**src/rtl/fpu_result_collector.sv**
```systemverilog
// Captures FPU results LATENCY cycles after issue into a ready/valid FIFO with drop/count stats.
// Define FPU_COLLECTOR_EXC_CNT_EN to build the exception counter; otherwise exc_count reads 0.
module fpu_result_collector #(
  parameter int unsigned LATENCY = 4,
  parameter int unsigned DEPTH   = 8
) (
  input  logic        clk,
  input  logic        rst,
  input  logic        issue,
  input  logic [2:0]  fpu_op,
  input  logic [63:0] out,
  input  logic        inf,
  input  logic        snan,
  input  logic        qnan,
  input  logic        ine,
  input  logic        overflow,
  input  logic        underflow,
  input  logic        zero,
  input  logic        div_by_zero,
  output logic        rd_valid,
  input  logic        rd_ready,
  output logic [63:0] rd_data,
  output logic [7:0]  rd_flags,
  output logic [2:0]  rd_op,
  output logic [6:0]  level,
  output logic        drop,
  output logic [31:0] result_count,
  output logic [15:0] exc_count
);

  localparam int unsigned AW = $clog2(DEPTH);

  logic [LATENCY-1:0] vld_q, vld_d;
  logic [2:0]         op_q [LATENCY];
  logic [2:0]         op_d [LATENCY];
  logic [AW-1:0]      wr_ptr_q, wr_ptr_d, rd_ptr_q, rd_ptr_d;
  logic [6:0]         level_q, level_d;
  logic               drop_q, drop_d;
  logic [31:0]        res_cnt_q, res_cnt_d;
  logic [74:0]        mem [DEPTH];

  logic       strobe, full, empty, pop, push;
  logic [7:0] cap_flags;
  logic [2:0] cap_op;

  always_comb begin
    vld_d    = vld_q;
    op_d     = op_q;
    vld_d[0] = issue;
    op_d[0]  = fpu_op;
    for (int unsigned i = 1; i < LATENCY; i++) begin
      vld_d[i] = vld_q[i-1];
      op_d[i]  = op_q[i-1];
    end
  end

  assign strobe    = vld_q[LATENCY-1];
  assign cap_op    = op_q[LATENCY-1];
  assign cap_flags = {div_by_zero, zero, underflow, overflow, ine, qnan, snan, inf};

  assign full  = (level_q == 7'(DEPTH));
  assign empty = (level_q == '0);
  assign pop   = !empty && rd_ready;
  // A full FIFO still accepts a capture when the head leaves in the same cycle.
  assign push  = strobe && (!full || pop);

  always_comb begin
    wr_ptr_d  = wr_ptr_q;
    rd_ptr_d  = rd_ptr_q;
    level_d   = level_q;
    drop_d    = drop_q;
    res_cnt_d = res_cnt_q;
    if (push) wr_ptr_d = wr_ptr_q + 1'b1;
    if (pop)  rd_ptr_d = rd_ptr_q + 1'b1;
    if (push && !pop)      level_d = level_q + 7'd1;
    else if (pop && !push) level_d = level_q - 7'd1;
    if (strobe && !push) drop_d = 1'b1;
    if (strobe && res_cnt_q != '1) res_cnt_d = res_cnt_q + 32'd1;
  end

  always_ff @(posedge clk) begin
    if (rst) begin
      vld_q     <= '0;
      wr_ptr_q  <= '0;
      rd_ptr_q  <= '0;
      level_q   <= '0;
      drop_q    <= 1'b0;
      res_cnt_q <= '0;
    end else begin
      vld_q     <= vld_d;
      wr_ptr_q  <= wr_ptr_d;
      rd_ptr_q  <= rd_ptr_d;
      level_q   <= level_d;
      drop_q    <= drop_d;
      res_cnt_q <= res_cnt_d;
    end
  end

  always_ff @(posedge clk) begin
    op_q <= op_d;
  end

  always_ff @(posedge clk) begin
    if (push) mem[wr_ptr_q] <= {cap_op, cap_flags, out};
  end

`ifdef FPU_COLLECTOR_EXC_CNT_EN
  logic [15:0] exc_cnt_q, exc_cnt_d;
  logic        exc_hit;

  assign exc_hit = snan | qnan | overflow | underflow | div_by_zero;

  always_comb begin
    exc_cnt_d = exc_cnt_q;
    if (strobe && exc_hit && exc_cnt_q != '1) exc_cnt_d = exc_cnt_q + 16'd1;
  end

  always_ff @(posedge clk) begin
    if (rst) exc_cnt_q <= '0;
    else     exc_cnt_q <= exc_cnt_d;
  end

  assign exc_count = exc_cnt_q;
`else
  assign exc_count = '0;
`endif

  assign rd_valid                   = !empty;
  assign {rd_op, rd_flags, rd_data} = mem[rd_ptr_q];
  assign level                      = level_q;
  assign drop                       = drop_q;
  assign result_count               = res_cnt_q;

endmodule
```
**config.mk**
```make
export PLATFORM = sky130hd
export DESIGN_NAME = fpu_result_collector
export DESIGN_NICKNAME = d
export VERILOG_FILES = /design/src/rtl/fpu_result_collector.sv
export SDC_FILE = /design/constraint.sdc
export NUM_CORES = 1
export LEC_CHECK = 0
export CAP_MARGIN = 10
export CORE_MARGIN = 5
export CORE_UTILIZATION = 47
export CTS_CLUSTER_DIAMETER = 60
export DETAILED_ROUTE_END_ITERATION = 16
export PLACE_DENSITY = 0.67
export SKIP_LAST_GASP = 1
export SYNTH_ARGS = -nofsm -noshare
export SYNTH_HDL_FRONTEND = slang
export SYNTH_SLANG_ARGS = --single-unit
```
**constraint.sdc**
```tcl
create_clock -name clk -period 14.5 [get_ports clk]
set_input_delay 2.9 -clock clk [delete_from_list [all_inputs] [get_ports clk]]
set_output_delay 2.9 -clock clk [all_outputs]
set_load 0.01 [all_outputs]
```
* Yosys cells after proc, flatten, opt, wreduce, memory -nomap -nowiden
Memory sizes are Yosys's and may differ from the RTL's. A register that Yosys moved wholly into a read port is not among the register bits. Cells that the tools add are included.
Storage, ports and cells: register bits after elaboration 62, output and inout port bits 132, memories kept 1, memory bits (writable) 600
Memory list:
- mem | depth 8, bits a word 75, rd ports 1, clocked after memory_dff 1, wr ports 1, RTL line 40 | logic [74:0] mem [DEPTH];
Operators by class: multiplexer cells 6, $add $sub $neg 5, eq/ne operators 2, reduce and logical (&&, ||, !) cells 13
Operators by type and width (count):
- adder 32 x 1 -> 32 bit (second input constant) | 1
- != test 32 bit (second input constant) | 1
- two-way mux 7 bit | 2
- adder 7 x 1 -> 7 bit (second input constant) | 1
- equality test 7 x 4 -> 1 bit (second input constant) | 1
- zero test 7 bit | 1
- subtractor 7 x 1 -> 7 bit (second input constant) | 1
- adder 3 x 1 -> 3 bit (second input constant) | 2
- logical AND 1 bit | 6
- two-way mux 3 bit | 2
- zero test 1 bit | 4
- two-way mux 1 bit | 2
- nonzero test 2 bit | 1
- logical OR 1 bit | 1

* Longest topological paths before layout
depth in word-level cells 9, depth in mapped cells 12, depth with buffers taken out 12

* Worst setup path before layout
No wires, ideal clock.
path kind in2reg, from input rd_ready, to memory mem[0][0] (enable), data arrival time 10.309 ns, library setup time 0.694 ns, setup slack 3.497 ns, cell stages on the path 4, path buffers 0, path through inv_1 -> nand2_1 -> o21ai_0 -> nor4_1
On the way: longest elaborated chain between the ends 5
RTL lines:
- start: declaration | RTL line 21 | input logic rd_ready,
- logical AND 1 bit | RTL line 63 | assign pop = !empty && rd_ready;
- logical OR 1 bit | RTL line 65 | assign push = strobe && (!full || pop);
- logical AND 1 bit | RTL line 65
- two-way mux 1 bit | RTL line 104 | if (push) mem[wr_ptr_q] <= {cap_op, cap_flags, out};
- two-way mux 1 bit (implied by the code) | RTL line 104
- end: declaration | RTL line 40
No other way between the ends.

==> impl_metrics.prom <==
# TYPE chip_impl_metric gauge
chip_impl_info{name="outcome",value="finished, final reports clean"} 1
chip_impl_info{name="timing.critical_path.max_delay_family",value="buffers and inverters"} 1
chip_impl_metric{name="drv_slew",unit=""} 0
chip_impl_info{name="netlist_top_cells_area",value="edfxtp_1, mux4_2, dfxtp_1"} 1
chip_impl_info{name="clock_tree_from_tritoncts",value="done"} 1
chip_impl_metric{name="total_power",unit="mW"} 4.75
chip_impl_metric{name="grt_pass1_wl",unit="um"} 78400
chip_impl_metric{name="synth_edf_count",unit=""} 600
chip_impl_info{name="mostFrequentLayoutCell",value="edfxtp_1"} 1
chip_impl_metric{name="grt_antenna_before_repair",unit=""} 7
chip_impl_metric{name="synth_seq_cells",unit=""} 665
chip_impl_metric{name="synth.cell_area",unit="um^2"} 25500
chip_impl_metric{name="grt.met3_usage",unit="%"} 4.59
chip_impl_metric{name="detailedRoute.firstIterationViolations",unit=""} 833
chip_impl_metric{name="synth_top_area_share",unit="%"} 70.7
chip_impl_metric{name="cts_max_level",unit=""} 3
chip_impl_metric{name="multiInputGateArea",unit="um^2"} 5910
chip_impl_metric{name="synth-async-reset-ratio",unit="%"} 0
chip_impl_info{name="chain_of_cells_forming_the_critical_path",value="buf_12 -> mux4_2 -> mux2_2 -> clkdlybuf4s50_1"} 1
chip_impl_metric{name="finClkSkew",unit="ns"} 0.0173
chip_impl_info{name="grt_most_used_layer",value="met2"} 1
chip_impl_metric{name="worst_ep_arrival_time",unit="ns"} 3.75
chip_impl_metric{name="die_h",unit="um"} 243
chip_impl_info{name="worstSetupStartpointType",value="flip-flop"} 1
chip_impl_metric{name="slowest_delay",unit="ns"} 0.81
chip_impl_metric{name="timing.critical_path.fanout_max",unit=""} 118
chip_impl_info{name="synth_largest_area_cell",value="edfxtp_1"} 1
chip_impl_metric{name="drc",unit=""} 0
chip_impl_metric{name="post-cts-setup-buffers",unit=""} 0
chip_impl_metric{name="clock_sink_count",unit=""} 665
chip_impl_metric{name="final_critical_period",unit="ns"} 6.65
chip_impl_metric{name="critical_path_required",unit="ns"} 11.60
chip_impl_metric{name="starting_density_of_the_core",unit="%"} 47.4
chip_impl_metric{name="cts_resized",unit=""} 0
chip_impl_info{name="rsz0062_at_grt",value="no"} 1
chip_impl_metric{name="finalSetupViolCount",unit=""} 0
chip_impl_info{name="endpoint_kind",value="output port"} 1
chip_impl_metric{name="rows",unit=""} 85
chip_impl_metric{name="finalNetCount",unit=""} 1532
chip_impl_metric{name="i_o_pin_count",unit=""} 211
chip_impl_info{name="layout.cells.most_common_list",value="edfxtp_1, clkdlybuf4s50_1, mux4_2"} 1
chip_impl_info{name="min_path_type",value="reg -> reg"} 1
chip_impl_metric{name="groute.layer.met2.usage",unit="%"} 28.0
chip_impl_metric{name="fp.dieArea",unit="um^2"} 59000
chip_impl_metric{name="place.detailed.hpwl",unit="um"} 27200
chip_impl_metric{name="hold_ws",unit="ns"} 0.319
chip_impl_metric{name="synthesis.area_per_instance",unit="um^2"} 21.1
chip_impl_metric{name="gp_congestion",unit=""} 0.789
chip_impl_metric{name="irDropWorstVdd",unit="mV"} 0.130
chip_impl_info{name="clock_tree.root_cell",value="clkbuf_16"} 1
chip_impl_metric{name="utilization",unit="%"} 56.7
chip_impl_metric{name="fmax",unit="GHz"} 0.150
chip_impl_info{name="critical_path.slowest_cell",value="dfxtp_4"} 1
chip_impl_metric{name="ctsLongestPathBuffers",unit=""} 3
chip_impl_metric{name="post_cts_hold_buffer_count",unit=""} 0
chip_impl_metric{name="path_buf_inv",unit=""} 2
chip_impl_metric{name="synth.distinct_cells",unit=""} 55
chip_impl_metric{name="gr-total-overflow",unit=""} 0
chip_impl_metric{name="ys_seq_area_share",unit="%"} 75.8
chip_impl_metric{name="tritoncts.num_buffers",unit=""} 70
chip_impl_metric{name="max-cap-violations",unit=""} 0
chip_impl_metric{name="layout_worst_path_cycle_share",unit="%"} 45.9
chip_impl_info{name="worst-setup-path-type",value="reg -> out"} 1
chip_impl_metric{name="leakagePower",unit="nW"} 9.51
chip_impl_metric{name="dr.pass1.iters",unit=""} 4
chip_impl_metric{name="layout-area-overhead-vs-synth",unit="%"} 19.7
chip_impl_metric{name="layout.area.seq",unit="um^2"} 19300
chip_impl_metric{name="vias_in_the_first_global_route",unit=""} 13000
chip_impl_metric{name="final.setup.tns",unit="ns"} 0
chip_impl_metric{name="via_per_inst",unit=""} 5.60
chip_impl_metric{name="timing.slew.headroom",unit="%"} 27.4
chip_impl_metric{name="tightestPinTransition",unit="ns"} 1.09
chip_impl_metric{name="use_met1",unit="%"} 23.5
chip_impl_metric{name="largest_net_degree_at_the_start_of_global_routing",unit=""} 119
chip_impl_metric{name="final-hold-violation-count",unit=""} 0
chip_impl_metric{name="die_w",unit="um"} 243
chip_impl_metric{name="grt_usage",unit="%"} 17.2
chip_impl_metric{name="fill_cells",unit=""} 3936
chip_impl_metric{name="wl_per_cell",unit="um"} 23.1
chip_impl_info{name="synth_ff_type",value="edfxtp_1"} 1
chip_impl_metric{name="power_density_over_the_cells",unit="nW/um^2"} 155
chip_impl_metric{name="cts.clk_slew.worst_paths",unit="ns"} 0.06
chip_impl_metric{name="clk_latency",unit="ns"} 0.58
chip_impl_metric{name="synthesis.yosys.warnings",unit=""} 0
chip_impl_metric{name="buffer_ports.inserted",unit=""} 194
chip_impl_metric{name="share_of_post_route_cells_with_drive_strength_above_1",unit="%"} 24.8
chip_impl_metric{name="post_synth_inst_count",unit=""} 1209
chip_impl_metric{name="drt.antenna.violating_nets",unit=""} 0
chip_impl_metric{name="core_footprint",unit="um^2"} 53800
chip_impl_metric{name="drt_wl_total",unit="um"} 50700
chip_impl_metric{name="dr_total_vias",unit=""} 12300
-- worst paths after layout --
path	depth (start not counted)	start	slack, ns	endpoint
max	4	flip-flop	7.85	rd_data[8]
max reg2reg	10	level[2]$_SDFFE_PP0P_	10.76	level[6]$_SDFFE_PP0P_
min reg2reg	0	op_d[0]$_DFF_P_	0.32	cap_op[0]$_DFF_P_
min	0	op_d[0]$_DFF_P_	0.32	cap_op[0]$_DFF_P_
-- per-stage QoR --
step | cells | setup WS, ns | cell area, um^2
finish | 2190 | 7.85 | 30500
detailed placement | 2066 | 7.97 | 28300
floorplan | 1224 | 3.50 | 25600
CTS | 2188 | 7.70 | 30500
global placement | 2066 | 8.04 | 28300
global route | 2188 | 7.48 | 30500
-- power breakdown --
group / internal, mW / leakage, nW / switching (mW)
clock network: 1.05 / 1.11 / 0.704
logic: 0.489 / 2.47 / 0.346
registers: 2.11 / 5.93 / 0.0544
total: 3.64 / 9.51 / 1.10
-- kinds of logic after synthesis --
kind of cell / share of synthesized area (%)
DFF: 75.8
muxes: 16.8
and+or+nand+nor: 3.06
buffers and inverters: 1.48
AOI/OAI and AO/OA: 1.88
xor gates and xnor gates: 0.412
adders and majority gates: 0.569
other: 0.0147
-- flip-flops by register name, indices dropped and copies added, names as in the netlist, named ones only --
register / flops
mem: 600
result_count: 32
op_d: 9
level: 7
vld_q: 4
cap_op: 3
rd_ptr_q: 3
wr_ptr_q: 3
drop: 1
-- synthesized netlist by cell type (3+ instances only) --
cell / n
inv_1: 12
o311ai_0: 3
mux2_2: 75
mux2i_1: 4
nand2b_1: 3
or3_1: 10
nand3_1: 12
xor2_1: 7
o21ai_0: 12
xnor2_1: 5
buf_4: 16
dfxtp_1: 65
buf_1: 7
o211ai_1: 9
o31ai_1: 5
ha_1: 10
or4_1: 12
nor4_1: 5
edfxtp_1: 600
mux4_2: 150
nand4_1: 5
buf_2: 11
nor3_1: 10
nor2b_1: 6
a21oi_1: 17
nand2_1: 31
nor2_1: 29
or2_2: 4
and4_1: 3
o21a_1: 4
o41ai_1: 3
clkbuf_1: 32
-- routing by layer --
layer	vias to the layer above	share of wire (%)
met5	-	0.13
met4	10	1.5
met3	67	6.2
met2	297	49
met1	6435	43
li1	5451	-
-- layout make-up --
type | instances | share of cell area (%)
inverters | 12 | 0.148
clock buffers | 82 | 6.12
repair buffers | 213 | 6.87
well taps | 696 | 2.85
clock inverters | 40 | 1.33
multi-input cells | 480 | 19.4
flip-flops and latches | 665 | 63.3
diodes | 2 | 0.0164
Power figures use the tool's default switching activity.
